`src/rtl/alu_pkg.sv`:
```
// Shared definitions for the ALU byte-stream sequencer: ALU op codes and sequencer FSM states.
package alu_pkg;

  localparam logic [5:0] OpAdd = 6'b100000;
  localparam logic [5:0] OpSub = 6'b100010;
  localparam logic [5:0] OpAnd = 6'b100100;
  localparam logic [5:0] OpOr  = 6'b100101;
  localparam logic [5:0] OpXor = 6'b100110;
  localparam logic [5:0] OpSra = 6'b000011;
  localparam logic [5:0] OpSrl = 6'b000010;
  localparam logic [5:0] OpNor = 6'b100111;

  typedef enum logic [2:0] {
    StGetA,
    StGetB,
    StGetOp,
    StExec,
    StSend
  } seq_state_e;

endpackage

```
`src/rtl/frame_timeout.sv`:
```
// Inter-byte idle counter: clears on clr_i, counts while en_i, flags expiry on the last idle cycle.
module frame_timeout #(
  parameter int unsigned NbTmo      = 16,
  parameter int unsigned TimeoutCyc = 50000
) (
  input  logic clk,
  input  logic rst_n,
  input  logic clr_i,
  input  logic en_i,
  output logic expire_o
);

  localparam logic [NbTmo-1:0] Last = (TimeoutCyc == 0) ? '0 : NbTmo'(TimeoutCyc - 1);

  logic [NbTmo-1:0] cnt_q, cnt_d;

  always_comb begin
    cnt_d = cnt_q;
    if (clr_i) begin
      cnt_d = '0;
    end else if (en_i && (TimeoutCyc != 0)) begin
      cnt_d = cnt_q + 1'b1;
    end
  end

  // Clear wins over expiry so a byte arriving on the last cycle keeps the frame alive.
  assign expire_o = (TimeoutCyc != 0) && en_i && !clr_i && (cnt_q == Last);

  always_ff @(posedge clk or negedge rst_n) begin
    if (!rst_n) begin
      cnt_q <= '0;
    end else begin
      cnt_q <= cnt_d;
    end
  end

endmodule

```
`src/rtl/alu_seq_ctrl.sv`:
```
// Collects A, B and op-code bytes from the RX stream, drives the external ALU and returns
// the registered result as one byte on the TX stream.
module alu_seq_ctrl
  import alu_pkg::*;
#(
  parameter int unsigned NB_DATA     = 8,
  parameter int unsigned NB_CODE     = 6,
  parameter int unsigned TIMEOUT_CYC = 50000,
  parameter int unsigned NB_TMO      = 16
) (
  input  logic               clk,
  input  logic               rst_n,
  input  logic [NB_DATA-1:0] rx_data_i,
  input  logic               rx_valid_i,
  output logic               rx_ready_o,
  output logic [NB_DATA-1:0] alu_dato1_o,
  output logic [NB_DATA-1:0] alu_dato2_o,
  output logic [NB_CODE-1:0] alu_op_code_o,
  input  logic [NB_DATA-1:0] alu_salida_i,
  output logic [NB_DATA-1:0] tx_data_o,
  output logic               tx_valid_o,
  input  logic               tx_ready_i,
  output logic               busy_o,
  output logic               err_timeout_o
);

  seq_state_e         state_q, state_d;
  logic [NB_DATA-1:0] dato1_q, dato1_d;
  logic [NB_DATA-1:0] dato2_q, dato2_d;
  logic [NB_CODE-1:0] op_q, op_d;
  logic [NB_DATA-1:0] tx_data_q, tx_data_d;
  logic               tx_valid_q, tx_valid_d;
  logic               err_q, err_d;

  logic rx_xfer;
  logic tmo_en;
  logic tmo_expire;

  assign rx_ready_o = (state_q == StGetA) || (state_q == StGetB) || (state_q == StGetOp);
  assign rx_xfer    = rx_valid_i && rx_ready_o;
  assign tmo_en     = (state_q == StGetB) || (state_q == StGetOp);

  // Counter is held clear outside the mid-frame states, which covers the clear on GET_A entry.
  frame_timeout #(
    .NbTmo      (NB_TMO),
    .TimeoutCyc (TIMEOUT_CYC)
  ) u_frame_timeout (
    .clk      (clk),
    .rst_n    (rst_n),
    .clr_i    (rx_xfer || !tmo_en),
    .en_i     (tmo_en),
    .expire_o (tmo_expire)
  );

  always_comb begin
    state_d    = state_q;
    dato1_d    = dato1_q;
    dato2_d    = dato2_q;
    op_d       = op_q;
    tx_data_d  = tx_data_q;
    tx_valid_d = tx_valid_q;
    err_d      = 1'b0;
    unique case (state_q)
      StGetA: begin
        if (rx_xfer) begin
          dato1_d = rx_data_i;
          state_d = StGetB;
        end
      end
      StGetB: begin
        if (rx_xfer) begin
          dato2_d = rx_data_i;
          state_d = StGetOp;
        end else if (tmo_expire) begin
          err_d   = 1'b1;
          state_d = StGetA;
        end
      end
      StGetOp: begin
        if (rx_xfer) begin
          op_d    = rx_data_i[NB_CODE-1:0];
          state_d = StExec;
        end else if (tmo_expire) begin
          err_d   = 1'b1;
          state_d = StGetA;
        end
      end
      StExec: begin
        tx_data_d  = alu_salida_i;
        tx_valid_d = 1'b1;
        state_d    = StSend;
      end
      StSend: begin
        if (tx_ready_i) begin
          tx_valid_d = 1'b0;
          state_d    = StGetA;
        end
      end
      default: begin
        tx_valid_d = 1'b0;
        state_d    = StGetA;
      end
    endcase
  end

  always_ff @(posedge clk or negedge rst_n) begin
    if (!rst_n) begin
      state_q    <= StGetA;
      dato1_q    <= '0;
      dato2_q    <= '0;
      op_q       <= '0;
      tx_data_q  <= '0;
      tx_valid_q <= 1'b0;
      err_q      <= 1'b0;
    end else begin
      state_q    <= state_d;
      dato1_q    <= dato1_d;
      dato2_q    <= dato2_d;
      op_q       <= op_d;
      tx_data_q  <= tx_data_d;
      tx_valid_q <= tx_valid_d;
      err_q      <= err_d;
    end
  end

  assign alu_dato1_o   = dato1_q;
  assign alu_dato2_o   = dato2_q;
  assign alu_op_code_o = op_q;
  assign tx_data_o     = tx_data_q;
  assign tx_valid_o    = tx_valid_q;
  assign busy_o        = (state_q != StGetA);
  assign err_timeout_o = err_q;

endmodule

```
`config.mk`:
```
export PLATFORM = sky130hd
export DESIGN_NAME = alu_seq_ctrl
export DESIGN_NICKNAME = d
export VERILOG_FILES = /design/src/rtl/alu_pkg.sv /design/src/rtl/frame_timeout.sv /design/src/rtl/alu_seq_ctrl.sv
export SDC_FILE = /design/constraint.sdc
export NUM_CORES = 1
export LEC_CHECK = 0
export BUFFER_PORTS_ARGS = -buffer_cell sky130_fd_sc_hd__buf_2
export CAP_MARGIN = 30
export CORE_UTILIZATION = 28
export CTS_BUF_LIST = sky130_fd_sc_hd__clkbuf_8
export DETAILED_ROUTE_END_ITERATION = 6
export GPL_TIMING_DRIVEN = 0
export PLACE_DENSITY_LB_ADDON = 0.08
export SLEW_MARGIN = 30
export SYNTH_ARGS = -nofsm -noshare
export SYNTH_HDL_FRONTEND = slang
export SYNTH_SLANG_ARGS = --single-unit
```
`constraint.sdc`:
```
create_clock -name clk -period 1.6 [get_ports clk]
set_input_delay 0.32 -clock clk [delete_from_list [all_inputs] [get_ports clk]]
set_output_delay 0.32 -clock clk [all_outputs]
set_load 0.02 [all_outputs]
```
==> metrics.md <==
| Metric | Value |
|---|---|
| Worst Path Arrival | 1310 ps |
| Initial DRT Pass Iterations | 4 |
| Worst IR drop on VDD | 0.627 mV |
| Pre-CTS WS | -218 ps |
| Core Rows | 32 |
| Hpwl dp | 3.25 mm |
| Unrepaired setup endpoints after global routing | yes |
| Setup TNS | -34.7 ps |
| Synth unique cells | 38 |
| Worst Tran Pin Value | 659 ps |
| Final setup fails | 1 |
| Starting Density | 0.291 |
| DR iter-0 viols | 52 |
| Max Root-Sink Buffers | 2 |
| Initial antenna violation count | 0 |
| HP Class | input pin to async pin |
| Max-cap viol count | 0 |
| Synth Flop Type | dfrtp_1 |
| Slew margin rel. | 0.561 |
| Commonest non-fill, non-tap cells in the layout | 52 x buf_2, 49 x dfrtp_1, 30 x mux2_2 |
| Worst path slowest cell | dfrtp_1 |
| Num CTS Buffers | 5 |
| Vias/cell | 4.64 |
| Mapped Nets | 203 |
| M2 GR Usage | 0.189 |
| Hold slack | 38.6 ps |
| Quantity of I/O buffers inserted on ports | 53 |
| Pleak | 1.31 nW |
| Boundary Pins | 54 |
| Worst endpoint required time | 1280 ps |
| Synthesis Warnings | 0 |
| Wirelength per Cell | 13.4 µm |
| ANT cells | 0 |
| Synth-to-Final Area Change | 30.4% |
| Die Span X | 92.1 µm |
| Seq/Total Area, Yosys | 0.561 |
| Pwr Density | 1750 nW/µm² |
| Core area | 7810 µm² |
| Min Tclk post-route | 1630 ps |
| Worst r2r path cells | 5 |
| Worst-Skew Late Latency | 300 ps |
| CP peak stage delay | 390 ps |
| Failing checks | setup timing |
| Yosys reg bits | 51 |
| Final worst setup slack | -34.7 ps |
| Die area | 8490 µm² |
| Residual DRC | 0 |
| Max Fanout on Critical Path | 5 |
| Mapped Avg Cell Area | 12.5 µm² |
| Routed vias | 1,676 |
| GRT overflow | 0 |
| WS Path Type | flip-flop to primary output |
| Outcome | complete, but fails checks |
| Global Route Usage Sum | 0.121 |
| Routability cong. | 0.664 |
| Asr flop ratio synth | 1.00 |
| TritonCTS clock tree | done |
| Routing usage on met3 | 0.0257 |
| Period utilization | 1.02 |
| WL final | 4.84 mm |
| Worst Skew | 2.54 ps |
| Max frequency | 612 MHz |
| Clk sink count | 51 |
| Most used cell, CP | buf_6 |
| Most common cell after layout, fill and taps aside | buf_2 |
| GR peak layer | met2 |
| Vias in the first global route | 1,649 |
| Root Buffer | clkbuf_8 |
| First-pass GRT wire length | 8.08 mm |
| EDFF count, synth | 0 |
| Clock Pin Slew Worst Setup and Hold Paths | 90 ps |
| Hold-fix buffers, CTS | 0 |
| H-tree lvl count | 2 |
| Fin. Hold Viols | 0 |
| Mapped Cells | 182 |
| Met1 GRT Util | 0.170 |
| Die height | 92.1 µm |
| Share of layout cells above drive strength 1 | 0.486 |
| CP startpoint | state_q[2] |
| Mapped cell area | 2270 µm² |
| Worst reg2reg startpoint | u_frame_timeout.cnt_q[0] |
| Pin count of the biggest net entering global routing | 52 |
| Slew Viols, Final | 0 |
| Worst path cell trace | buf_6 -> or3_4 -> buf_6 |
| CP startpoint kind | flip-flop |
| ANT nets after route | 0 |
| Layout Nets | 279 |
| CP Capture Type | primary output |
[routing by layer]
layer / up-vias / wire length [µm]
met5: - / 0
met4: 0 / 29
met3: 2 / 204
met2: 38 / 2290
met1: 818 / 2310
li1: 818 / -
[report_power, final]
part           total, mW  switching, mW  internal, mW
Clock              0.788          0.434         0.354
Combinational       2.45           1.31          1.14
Sequential          1.96          0.223          1.74
[worst max-delay path: cells and delay by family (launching register included)]
family / cells / cell delay [ps]
buffers and inverters: 2 / 270
DFF: 1 / 390
and+or+nand+nor: 1 / 360
[Yosys cell counts, drive strengths merged (2+ instances only)]
cell,instances,share of area
dfrtp,51,0.56
mux2,30,0.15
nand3,10,0.022
a21oi,9,0.020
nand2,9,0.015
buf,6,0.014
nor2,6,0.0099
nor4,6,0.030
nand3b,5,0.017
inv,4,0.0066
mux2i,4,0.018
nand4,4,0.014
o21ai,4,0.0088
o31ai,4,0.013
or3,4,0.012
or4,4,0.013
xor2,3,0.012
and3,2,0.0055
nand2b,2,0.0055
nor3,2,0.0094
[per-stage QoR]
stage	std cells	instance area, µm²	total power, mW	utilization
6_report	361	2970	5.20	0.380
5_1_grt	361	2970	5.56	0.380
4_1_cts	360	2940	5.29	0.377
3_5_place_dp	337	2670	4.18	0.342
3_3_place_gp	337	2670	4.15	0.342
2_1_floorplan	182	2270	3.47	-
[flip-flops by register name (all words and copies together) (netlist names)]
| register | count |
|---|---|
| alu_dato1_o | 8 |
| alu_dato2_o | 8 |
| alu_op_code_o | 6 |
| state_q | 3 |
| tx_valid_o | 1 |
| tx_data_o | 8 |
| err_timeout_o | 1 |
| u_frame_timeout.cnt_q | 16 |
[path summary, 6_finish.rpt]
kind / to / slack (ps)
max: busy_o / -30
min: alu_dato2_o[6] / 40
max reg2reg: u_frame_timeout.cnt_q[10] / 80
min reg2reg: tx_data_o[2] / 510
max in group asynchronous: u_frame_timeout.cnt_q[6] / 1090
min in group clk: tx_data_o[4] / 240
[timing repair]
item                                   in CTS  in global routing
setup buffers                              15                  2
setup endpoints to repair                  30                 25
pin swaps                                   3                  3
endpoints found under the hold margin       0                  0
resized for setup                          11                  7
[logic make-up (layout without fill, tap and decap cells)]
logic type | after synthesis | in the layout | synth area share
and+or+nand+nor | 60 | 60 | 0.174
DFF | 51 | 51 | 0.561
muxes | 34 | 34 | 0.166
AOI/OAI and AO/OA | 21 | 21 | 0.0550
buffers and inverters | 11 | 88 | 0.0225
xor gates and xnor gates | 4 | 4 | 0.0154
adders and majority gates | 1 | 1 | 0.00550
[layout make-up]
type                            count  area, µm²
Sequential cell                    51       1280
Clock buffer                        6       82.6
Fill cell                         792       4840
Multi-Input combinational cell    120        971
Tap cell                          102        128
Inverter                            4       15.0
Clock inverter                      2       16.3
Timing Repair Buffer               70        429
Buffer                              6       45.0
Power figures use the tool's default switching activity.
